<file path="src/rtl/zpu_irq_ctrl_if.sv">
// Pipelined Wishbone register-bus bundle for the ZPU interrupt controller.
// The CPU data bus drives the master side; the controller is the slave.
`timescale 1ns/1ps
interface zpu_irq_ctrl_if;
    logic [31:0] wb_adr;
    logic [31:0] wb_dat_i;
    logic [31:0] wb_dat_o;
    logic [3:0]  wb_sel;
    logic        wb_cyc;
    logic        wb_stb;
    logic        wb_we;
    logic        wb_ack;
    logic        wb_stall;

    modport master (
        output wb_adr, wb_dat_i, wb_sel, wb_cyc, wb_stb, wb_we,
        input  wb_dat_o, wb_ack, wb_stall
    );

    modport slave (
        input  wb_adr, wb_dat_i, wb_sel, wb_cyc, wb_stb, wb_we,
        output wb_dat_o, wb_ack, wb_stall
    );
endinterface

</file>
<file path="src/rtl/zpu_irq_ctrl.sv">
// ZPU interrupt controller: masks NUM_IRQ sources, requests the lowest pending one and tracks
// one in-service interrupt. Define IRQ_CTRL_EDGE_EN to add per-source rising-edge triggering.
`timescale 1ns/1ps
module zpu_irq_ctrl #(
    parameter int NUM_IRQ     = 8,
    parameter int pc_bit_size = 25
) (
    input  logic                   clk,
    input  logic                   rst,
    input  logic [NUM_IRQ-1:0]     irq_src,
    zpu_irq_ctrl_if.slave          wb,
    output logic                   cpu_irq,
    output logic [pc_bit_size-1:0] interuptadr,
    input  logic                   interrutack,
    input  logic                   exitint
);

    typedef enum logic [1:0] {ST_IDLE, ST_REQ, ST_SERV} state_t;

    state_t                   state_reg, state_next;
    logic                     cpu_irq_reg, cpu_irq_next;
    logic [pc_bit_size-1:0]   adr_reg, adr_next;
    logic [4:0]               req_id_reg, req_id_next;
    logic [4:0]               act_id_reg, act_id_next;
    logic                     in_svc_reg, in_svc_next;

    logic                     bus_acc, bus_wr;
    logic [5:0]               word;
    logic [31:0]              rd_data;
    logic                     ack_reg;
    logic [31:0]              dat_o_reg;

    logic [NUM_IRQ-1:0]       pending_reg, pending_next;
    logic [NUM_IRQ-1:0]       mask_reg;
    logic                     global_en_reg;
    logic [pc_bit_size-1:0]   vec_arr [NUM_IRQ];
    logic [NUM_IRQ-1:0]       vec_wr;

    logic                     unused_bits;

    assign bus_acc = wb.wb_cyc & wb.wb_stb;
    assign bus_wr  = bus_acc & wb.wb_we;
    assign word    = wb.wb_adr[7:2];

    // Byte lanes and address bits outside [7:2] carry no meaning for this block.
    assign unused_bits = ^{wb.wb_sel, wb.wb_adr[31:8], wb.wb_adr[1:0], wb.wb_dat_i};

    // One vector register per source, mapped at word 0x10 + index.
    generate
        for (genvar gi = 0; gi < NUM_IRQ; gi++) begin : g_vec
            logic [pc_bit_size-1:0] vec_reg;
            assign vec_wr[gi] = bus_wr & (word == 6'(16 + gi));
            always_ff @(posedge clk) begin
                if (rst) begin
                    vec_reg <= '0;
                end else if (vec_wr[gi]) begin
                    vec_reg <= wb.wb_dat_i[pc_bit_size-1:0];
                end
            end
            assign vec_arr[gi] = vec_reg;
        end
    endgenerate

    always_ff @(posedge clk) begin
        if (rst) begin
            global_en_reg <= 1'b0;
            mask_reg      <= '0;
        end else if (bus_wr && word == 6'd1) begin
            global_en_reg <= wb.wb_dat_i[31];
            mask_reg      <= wb.wb_dat_i[NUM_IRQ-1:0];
        end
    end

`ifdef IRQ_CTRL_EDGE_EN
    logic [NUM_IRQ-1:0] edge_sel_reg, src_prev_reg;
    logic [NUM_IRQ-1:0] edge_rise, edge_clr, ack_clr;

    always_ff @(posedge clk) begin
        if (rst) begin
            edge_sel_reg <= '0;
            src_prev_reg <= '0;
        end else begin
            src_prev_reg <= irq_src;
            if (bus_wr && word == 6'd3) begin
                edge_sel_reg <= wb.wb_dat_i[NUM_IRQ-1:0];
            end
        end
    end

    assign edge_rise = irq_src & ~src_prev_reg;
    assign edge_clr  = ((bus_wr && word == 6'd0) ? wb.wb_dat_i[NUM_IRQ-1:0] : '0) | ack_clr;

    // A new edge in the same cycle as a clear keeps the source pending.
    generate
        for (genvar gi = 0; gi < NUM_IRQ; gi++) begin : g_pend
            assign ack_clr[gi] = (state_reg == ST_REQ) & interrutack & (req_id_reg == 5'(gi));
            assign pending_next[gi] = edge_sel_reg[gi]
                ? (edge_rise[gi] | (pending_reg[gi] & ~edge_clr[gi]))
                : irq_src[gi];
        end
    endgenerate
`else
    assign pending_next = irq_src;
`endif

    always_ff @(posedge clk) begin
        if (rst) begin
            pending_reg <= '0;
        end else begin
            pending_reg <= pending_next;
        end
    end

    logic [NUM_IRQ-1:0]     req_bits;
    logic                   found;
    logic [4:0]             pick_id;
    logic [pc_bit_size-1:0] pick_vec;

    assign req_bits = pending_reg & mask_reg & {NUM_IRQ{global_en_reg}};

    // Scan from the top so the lowest requesting index is the last one to win.
    always_comb begin
        found    = 1'b0;
        pick_id  = '0;
        pick_vec = '0;
        for (int i = NUM_IRQ - 1; i >= 0; i--) begin
            if (req_bits[i]) begin
                found    = 1'b1;
                pick_id  = 5'(i);
                pick_vec = vec_arr[i];
            end
        end
    end

    always_comb begin
        state_next   = state_reg;
        cpu_irq_next = cpu_irq_reg;
        adr_next     = adr_reg;
        req_id_next  = req_id_reg;
        act_id_next  = act_id_reg;
        in_svc_next  = in_svc_reg;
        case (state_reg)
            ST_IDLE: begin
                if (found) begin
                    cpu_irq_next = 1'b1;
                    adr_next     = pick_vec;
                    req_id_next  = pick_id;
                    state_next   = ST_REQ;
                end
            end
            ST_REQ: begin
                if (interrutack) begin
                    cpu_irq_next = 1'b0;
                    act_id_next  = req_id_reg;
                    in_svc_next  = 1'b1;
                    state_next   = ST_SERV;
                end
            end
            ST_SERV: begin
                if (exitint) begin
                    in_svc_next = 1'b0;
                    state_next  = ST_IDLE;
                end
            end
            default: state_next = ST_IDLE;
        endcase
    end

    always_ff @(posedge clk) begin
        if (rst) begin
            state_reg   <= ST_IDLE;
            cpu_irq_reg <= 1'b0;
            adr_reg     <= '0;
            req_id_reg  <= '0;
            act_id_reg  <= '0;
            in_svc_reg  <= 1'b0;
        end else begin
            state_reg   <= state_next;
            cpu_irq_reg <= cpu_irq_next;
            adr_reg     <= adr_next;
            req_id_reg  <= req_id_next;
            act_id_reg  <= act_id_next;
            in_svc_reg  <= in_svc_next;
        end
    end

    always_comb begin
        rd_data = '0;
        case (word)
            6'd0: rd_data[NUM_IRQ-1:0] = pending_reg;
            6'd1: begin
                rd_data[31]          = global_en_reg;
                rd_data[NUM_IRQ-1:0] = mask_reg;
            end
            6'd2: begin
                rd_data[31]  = in_svc_reg;
                rd_data[4:0] = act_id_reg;
            end
`ifdef IRQ_CTRL_EDGE_EN
            6'd3: rd_data[NUM_IRQ-1:0] = edge_sel_reg;
`endif
            default: begin
                for (int i = 0; i < NUM_IRQ; i++) begin
                    if (word == 6'(16 + i)) begin
                        rd_data[pc_bit_size-1:0] = vec_arr[i];
                    end
                end
            end
        endcase
    end

    always_ff @(posedge clk) begin
        if (rst) begin
            ack_reg   <= 1'b0;
            dat_o_reg <= '0;
        end else begin
            ack_reg   <= bus_acc;
            dat_o_reg <= (bus_acc && !wb.wb_we) ? rd_data : '0;
        end
    end

    assign wb.wb_ack    = ack_reg;
    assign wb.wb_dat_o  = dat_o_reg;
    assign wb.wb_stall  = 1'b0;
    assign cpu_irq      = cpu_irq_reg;
    assign interuptadr  = adr_reg;

endmodule
</file>
<file path="src/flat_wrapper.sv">
// flat-port wrapper written by rule: the top's interface ports become plain ports
module zpu_irq_ctrl_flat 
#(
    parameter int NUM_IRQ     = 8,
    parameter int pc_bit_size = 25
)
  (clk, rst, irq_src, cpu_irq, interuptadr, interrutack, exitint, wb_wb_adr, wb_wb_dat_i, wb_wb_sel, wb_wb_cyc, wb_wb_stb, wb_wb_we, wb_wb_dat_o, wb_wb_ack, wb_wb_stall);
  zpu_irq_ctrl_if wb_i ();
  input  logic clk;
  input  logic rst;
  input  logic [NUM_IRQ-1:0] irq_src;
  output logic cpu_irq;
  output logic [pc_bit_size-1:0] interuptadr;
  input  logic interrutack;
  input  logic exitint;
  input wire logic [$bits(wb_i.wb_adr)-1:0] wb_wb_adr;
  input wire logic [$bits(wb_i.wb_dat_i)-1:0] wb_wb_dat_i;
  input wire logic [$bits(wb_i.wb_sel)-1:0] wb_wb_sel;
  input wire logic [$bits(wb_i.wb_cyc)-1:0] wb_wb_cyc;
  input wire logic [$bits(wb_i.wb_stb)-1:0] wb_wb_stb;
  input wire logic [$bits(wb_i.wb_we)-1:0] wb_wb_we;
  output wire logic [$bits(wb_i.wb_dat_o)-1:0] wb_wb_dat_o;
  output wire logic [$bits(wb_i.wb_ack)-1:0] wb_wb_ack;
  output wire logic [$bits(wb_i.wb_stall)-1:0] wb_wb_stall;
  assign wb_i.wb_adr = wb_wb_adr;
  assign wb_i.wb_dat_i = wb_wb_dat_i;
  assign wb_i.wb_sel = wb_wb_sel;
  assign wb_i.wb_cyc = wb_wb_cyc;
  assign wb_i.wb_stb = wb_wb_stb;
  assign wb_i.wb_we = wb_wb_we;
  assign wb_wb_dat_o = wb_i.wb_dat_o;
  assign wb_wb_ack = wb_i.wb_ack;
  assign wb_wb_stall = wb_i.wb_stall;
  zpu_irq_ctrl #(.NUM_IRQ(NUM_IRQ), .pc_bit_size(pc_bit_size)) u_core (.clk(clk), .rst(rst), .irq_src(irq_src), .wb(wb_i), .cpu_irq(cpu_irq), .interuptadr(interuptadr), .interrutack(interrutack), .exitint(exitint));
endmodule
</file>
<file path="config.mk">
export PLATFORM = sky130hd
export DESIGN_NAME = zpu_irq_ctrl_flat
export DESIGN_NICKNAME = d
export VERILOG_FILES = /design/src/rtl/zpu_irq_ctrl_if.sv /design/src/rtl/zpu_irq_ctrl.sv /design/src/flat_wrapper.sv
export SDC_FILE = /design/constraint.sdc
export NUM_CORES = 1
export LEC_CHECK = 0
export ABC_AREA = 1
export BUFFER_PORTS_ARGS = -buffer_cell sky130_fd_sc_hd__clkbuf_2
export CAP_MARGIN = 25
export CORE_UTILIZATION = 50
export DETAILED_ROUTE_END_ITERATION = 8
export HOLD_SLACK_MARGIN = 0.05
export PLACE_DENSITY = 0.7
export SLEW_MARGIN = 20
export SYNTH_ARGS = -nofsm -noshare
export SYNTH_HDL_FRONTEND = slang
export SYNTH_SLANG_ARGS = --single-unit
</file>
<file path="constraint.sdc">
create_clock -name clk -period 1.7 [get_ports clk]
set_input_delay 0.255 -clock clk [delete_from_list [all_inputs] [get_ports clk]]
set_output_delay 0.255 -clock clk [all_outputs]
set_load 0.01 [all_outputs]
</file>
==> results of run 1 <==
## cell usage in the layout (no fill, tap or decap), types with 8 or more instances in the layout
cell type | netlist | routed
nand2_1 | 258 | 251
buf_6 | 4 | 9
nor3_1 | 11 | 11
inv_2 | 18 | 16
clkinv_2 | 0 | 13
a21oi_1 | 276 | 274
o21ai_0 | 254 | 250
nor2_1 | 258 | 256
dfxtp_1 | 279 | 278
nand2_2 | 7 | 14
clkbuf_2 | 1 | 99
nand3_1 | 31 | 30
buf_12 | 0 | 34
nand4_1 | 34 | 34
clkbuf_16 | 0 | 33
inv_1 | 208 | 207
buf_4 | 8 | 79
nor2_4 | 7 | 8
a211oi_1 | 25 | 23
o21ai_1 | 75 | 79
dlygate4sd3_1 | 0 | 13
## power groups by stage
stage / combinational, W / clock [W] / sequential, W
floorplan: 0.000275 / 0 / 0.00672
global placement: 0.000551 / 0 / 0.00672
detailed placement: 0.000556 / 0 / 0.00672
CTS: 0.000581 / 0.00663 / 0.00657
global route: 0.000648 / 0.00689 / 0.00657
finish: 0.000603 / 0.00656 / 0.00658
## cell families (layout without fill, tap and decap cells)
logic type	count (synthesis)	in the layout	share of synthesized area
buffers and inverters	353	519	0.111
and+or+nand+nor	622	622	0.203
other	1	7	0.000288
AOI/OAI and AO/OA	647	647	0.258
DFF	279	279	0.429
## final cells by class
type,count,share of cell area
timing repair buffer,238,0.130
sequential,279,0.349
tap,330,0.0258
clock buffer,40,0.0543
inverter,227,0.0541
multi-input combinational,1276,0.380
clock inverter,14,0.00750
## through the flow
step | instances | hold slack (ns) | util
6_report | 2404 | 0.0940 | 0.631
5_1_grt | 2404 | 0.0931 | 0.631
4_1_cts | 2392 | 0.0712 | 0.622
3_5_place_dp | 2325 | 0.454 | 0.577
3_3_place_gp | 2325 | 0.446 | 0.577
2_1_floorplan | 1908 | 0.362 | -
## final timing paths
| kind | end | cells after the start |
|---|---|---|
| setup / recovery | u_core.interuptadr[5]$_SDFFE_PP0P_ | 11 |
| hold / removal | u_core.g_vec[1].vec_reg[20]$_SDFFE_PP0P_ | 3 |
| setup reg to reg | u_core.interuptadr[5]$_SDFFE_PP0P_ | 11 |
| hold reg to reg | u_core.g_vec[6].vec_reg[8]$_SDFFE_PP0P_ | 2 |
## layer usage
metal	global-route usage	up-vias	routed length, microns
li1	-	6524	-
met1	0.470	6177	18700
met2	0.462	698	17900
met3	0.0485	94	4470
met4	0.101	0	1160
met5	0	-	0
## repair_timing
action | 4_1_cts | 5_1_grt
hold endpoints to repair | 13 | 0
gates cloned | 0 | 2
endpoints found under the setup margin | 27 | 27
gates resized for setup | 5 | 33
buffers inserted | 0 | 10
pin swaps | 0 | 4
hold buffers | 13 | 0
## tightest hold or removal path, stage by stage
cell	delay, ns
clkbuf_2	0.20
nor2_1	0.07
nor2_1	0.08
==> impl_results.md, run 1 <==
- Avg Cell Area, Syn: 6.85 sq um
- Pre-antenna DRT Iters: 5
- I/O pins: around 140
- Critical Path Source Type: register
- Static Leak: 6.52 nW
- Number of I/O port buffers: between 90 and 100
- Clock share of power: 0.477
- Crit end category: register
- First-pass GRT wire length: 66300 microns
- Vias per cell: 5.61
- Largest area contributor in the netlist: dfxtp_1
- CTS tree: done
- CTS Root Cell: clkbuf_16
- Psw: 0.00311 W
- Row count: 58
- Post-synth top area share: 0.429
- Yosys cell types: 37
- Clk_skew: 0.0141 ns
- Final wirelength: between 40000 and 50000 microns
- Vias in the first global route: about 12000
- CP cell instances: buf_6, nand3_4, buf_12, buf_6, o21ai_0, o21ai_1, nand2_1, nand2_1, nand2_1, nand2_1, a21oi_1
- Largest net degree at the start of global routing: 71
- Nets: 2135
- Area contributors post-synth: dfxtp_1 43%, a21oi_1 11%, o21ai_0 9.8%, nand2_1 7.4%, nor2_1 7.4%
- YS warnings: 0
- Top cell by count, worst path: nand2_1
- GRT Overall Usage: 0.316
- Sequential area share after synthesis: 0.429
- EDFF count, synth: 0
- Most used DFF post-synth: dfxtp_1
- Most frequent cell after synthesis: dfxtp_1
- Synth-to-Final Area Change: 22.9%
- Starting Density: 0.513
- Net Sw Frac: 0.227
- Ant diodes: 0
- Worst-Skew Late Latency: roughly 0.56 ns
- Max stage delay on crit path: 0.33 ns
- HPWL Detailed: approximately 29000 microns
- CP Launch Point: u_core.global_en_reg$_SDFFE_PP0P_
- CTS sink count: ~280
- Critical Path RT: 2.15 ns
- Cts bufs inserted: 30
- Fmax: 591 MHz
- Routed Antenna Nets: 0
- Fraction of registers with async set/reset: 0
- Clk pin slew, worst setup/hold paths: 0.06 ns
- Measured slew at the worst slew-check pin: 0.621 ns
- Vias: 13500
- RR Startpoint: u_core.global_en_reg$_SDFFE_PP0P_
- Crit path setup slack, layout: 0.00853 ns
- H-tree Lvls: 1
- Post-Layout Inst Area: 16000 sq um
- Slowest stage cell, crit path: dfxtp_2
- Initial DRC Count: 1662
- Die Y: around 160 microns
- Final Slew Violations: 0
- DP Area: approximately 15000 sq um
- Post-route minimum period: 1.69 ns
- # DRC: 0
- Register area: 5590 sq um
- Footprint of the multi-input gates: 6080 sq um
- Filler cells: 2268
- Fin. Hold Viols: 0
- Overall power: 0.0137 W
- Synth cell count leaders: 279 x dfxtp_1, 276 x a21oi_1, 258 x nand2_1, 258 x nor2_1, 254 x o21ai_0
- Mapped cell area: 13000 sq um
- Wire length per cell: 17.6 microns
- Seq pwr share: 0.479
- Die area: 26700 sq um
- Die Wd: 163 microns
- Worst Hold Class: primary input to register
- WP buf/inv: 3
- Clk buf depth: 3
- Kind of cell adding the most delay to the critical path: simple AND/OR/NAND/NOR gates
- Setup Viol. Count Final: 0
- Setup TNS: 0 ns
- Core ar.: 25400 sq um
- Largest register FFs: 200
- Status: finished, final reports clean
- Hold path start: wb_wb_dat_i[20]
- Reg2Reg Setup Slack: around 0.0085 ns
- Slew HR: 0.585
- Peak VDD IR: around 0.0009 V
- Worst-path fanout max: 11
- Max-Cap Viols: 0
- P per Cell Area: 858 nW/um^2
- Fraction of layout cells with a size suffix above 1: 0.165
- WS Path Type: register to register
- Crit path DAT: 2.14 ns
- Antenna violations before repair: 1
- #FFs+latches synth: 279
- Power Internal: 0.0106 W
- Synth Instances: 1902
- Final period util: 0.995
- Logic pwr share: 0.044
- Gr ovfl total: 0
- Pre-CTS WS: -0.128 ns
- Placer Congestion: 0.912
Note: power is estimated with default switching activity, not from simulation.
==> run 2, diff against run 1 <==
Settings changed: CELL_PAD_IN_SITES_DETAIL_PLACEMENT set to 1, CELL_PAD_IN_SITES_GLOBAL_PLACEMENT set to 1, CORE_UTILIZATION 50 to 42, PLACE_DENSITY 0.7 to not set, PLACE_DENSITY_LB_ADDON set to 0.1.
==> impl_results.md, run 2 (same netlist as run 1, synthesis figures left out) <==
- Initial DRC Count: 1100 (-34%)
- Die area: 31700 sq um (+19%)
- Wire length per cell: 20.8 microns (+18%)
- Worst-Skew Late Latency: 0.51 ns (-0.05 ns)
- Routed Antenna Nets: 0 (unchanged)
- Crit path setup slack, layout: -0.0242 ns (-0.0327 ns)
- WS Path Type: register to register
- Filler cells: 3942 (+74%)
- Status: finished with violations
- CP Launch Point: u_core.global_en_reg$_SDFFE_PP0P_
- RR Startpoint: u_core.global_en_reg$_SDFFE_PP0P_
- HPWL Detailed: 34700 microns (+22%)
- DP Area: 14800 sq um (+1.2%)
- Post-Layout Inst Area: 16500 sq um (+3.0%)
- First-pass GRT wire length: 79300 microns (+20%)
- Worst Hold End: u_core.wb.wb_dat_o[31]$_SDFF_PP0_
- Antenna violations before repair: 1 (unchanged)
- Worst Hold Class: primary input to register
- Fin. Hold Viols: 0 (unchanged)
- Reg2Reg Capture Point: u_core.interuptadr[9]$_SDFFE_PP0P_
- Max-Cap Viols: 0 (unchanged)
- Commonest non-fill, non-tap cell in the layout: dfxtp_1
- Fraction of layout cells with a size suffix above 1: 0.188 (+0.0233)
- Hold Crit Depth: 4 (+1)
- P per Cell Area: 877 nW/um^2 (+2.3%)
- Crit path DAT: 2.11 ns (-0.03 ns)
- Vias: 14000 (+3.4%)
- Seq pwr share: 0.455 (-0.024)
- Largest net degree at the start of global routing: 64 (-9.9%)
- Clock share of power: 0.501 (+0.024)
- Clk pin slew, worst setup/hold paths: 0.06 ns (about the same)
- Worst-path fanout max: 10 (-1)
- Peak VDD IR: 0.000709 V (-20%)
- Critical Path Source Type: register
- Pre-CTS WS: -0.228 ns (-0.100 ns)
- Static Leak: 6.66 nW (+2.1%)
- Post-route minimum period: 1.72 ns (+0.0327 ns)
- Net Sw Frac: 0.232 (+0.00511)
- Power Internal: 0.0111 W (+4.6%)
- Placer Congestion: 0.866 (-5.1%)
- Violated checks: design-rule violations, negative setup slack
- Crit end category: register
- CTS tree: done
- Row count: 64 (+10%)
- Starting Density: 0.426 (-0.0870)
- Final Slew Violations: 0 (unchanged)
- Clk_skew: 0.00678 ns (-0.00731 ns)
- Hold path start: wb_wb_adr[6]
- Overall power: 0.0145 W (+5.3%)
- Core ar.: 30600 sq um (+20%)
- GRT Overall Usage: 0.326 (+0.0102)
- Gr ovfl total: 0 (unchanged)
- Reg2Reg Setup Slack: -0.02 ns (-0.03 ns)
- # DRC: 1 (+1)
- Final wirelength: 51700 microns (+22%)
- Worst r2r path cells: 9 (-2)
- Vias per cell: 5.61 (about the same)
- Largest register FFs: 200 (unchanged)
- Unrepaired setup endpoints after global routing: true
- Fmax: 580 MHz (-1.9%)
- Die Y: 178 microns (+9.0%)
- CTS sink count: 279 (unchanged)
- Psw: 0.00335 W (+7.7%)
- Ant diodes: 0 (unchanged)
- H-tree Lvls: 2 (+1)
- Pre-antenna DRT Iters: 7 (+2)
- Critical Path RT: 2.09 ns (-0.06 ns)
- Die Wd: 178 microns (+9.0%)
- Vias in the first global route: 14000 (+16%)
- Clk buf depth: 3 (unchanged)
- Cts bufs inserted: 34 (+13%)
- Logic pwr share: 0.045 (about the same)
- Most frequent cells in the layout: 277 x dfxtp_1, 274 x a21oi_1, 256 x nor2_1, 242 x o21ai_0, 239 x nand2_1
- Final period util: 1.01 (+0.0193)
- Setup Viol. Count Final: 9 (+9)
- I/O pins: 143 (unchanged)
- CTS Root Cell: clkbuf_16
- Number of I/O port buffers: 99 (unchanged)
- Synth-to-Final Area Change: 26.6%
- Nets: 2151 (+0.75%)
run 2: routing by layer:
| layer | track usage | up-vias | share of wire |
|---|---|---|---|
| met5 | 0 | - | 0 |
| met4 | 0.0851 | 0 | 0.019 |
| met3 | 0.0428 | 75 | 0.061 |
| met2 | 0.512 | 398 | 0.46 |
| met1 | 0.467 | 6929 | 0.46 |
| li1 | - | 6555 | - |
run 2: worst max-delay path: stages, from the launching register on:
cell      delay (ns)
dfxtp_2         0.34
buf_4           0.14
buf_4           0.15
nand3_2         0.08
buf_4           0.13
a31oi_2         0.05
buf_12          0.17
buf_12          0.15
a211oi_1        0.28
a21oi_1         0.11
run 2: layout make-up:
cell class | count | area, sq um | share of cell area
Sequential cell | 279 | 5590 | 0.339
Clock buffer | 54 | 1080 | 0.0655
Tap cell | 396 | 495 | 0.0300
Timing Repair Buffer | 250 | 2210 | 0.134
Inverter | 227 | 868 | 0.0527
Multi-Input combinational cell | 1276 | 6210 | 0.377
Clock inverter | 7 | 35.0 | 0.00212
run 2: worst max-delay path by stage:
| stage | to | slack [ns] | cells past startpoint |
|---|---|---|---|
| after floorplan | u_core.interuptadr[10]$_SDFFE_PP0P_ | 0.19 | 11 |
| after global placement | u_core.wb.wb_dat_o[16]$_SDFF_PP0_ | -0.19 | 13 |
| after detailed placement | u_core.wb.wb_dat_o[16]$_SDFF_PP0_ | -0.23 | 13 |
| after CTS | u_core.interuptadr[5]$_SDFFE_PP0P_ | -0.02 | 12 |
| after global routing | u_core.interuptadr[0]$_SDFFE_PP0P_ | -0.13 | 11 |
| final | u_core.interuptadr[9]$_SDFFE_PP0P_ | -0.02 | 9 |
run 2: power by group through the flow:
stage	registers, W	logic, W	clock network (W)
3_3_place_gp	0.00672	0.000584	0
5_1_grt	0.00658	0.000695	0.00761
6_report	0.00658	0.000647	0.00725
3_5_place_dp	0.00672	0.000602	0
2_1_floorplan	0.00672	0.000275	0
4_1_cts	0.00658	0.000626	0.00733
run 2: timing repair:
| item | 4_1_cts | 5_1_grt |
|---|---|---|
| resized for setup | 26 | 56 |
| gates cloned | 0 | 2 |
| setup buffers | 5 | 7 |
| pin swaps | 2 | 5 |
| hold buffers | 13 | 0 |
| endpoints found under the hold margin | 12 | 0 |
| endpoints found under the setup margin | 27 | 27 |
run 2: through the flow:
| stage | TNS, ns | hold WS [ns] | instances | util |
|---|---|---|---|---|
| finish | -0.0888 | 0.144 | 2489 | 0.539 |
| detailed placement | -11.41 | 0.458 | 2401 | 0.485 |
| floorplan | 0 | 0.362 | 1908 | - |
| global placement | -5.72 | 0.448 | 2401 | 0.485 |
| CTS | -0.0716 | 0.123 | 2480 | 0.530 |
| global route | -1.34 | 0.152 | 2489 | 0.539 |
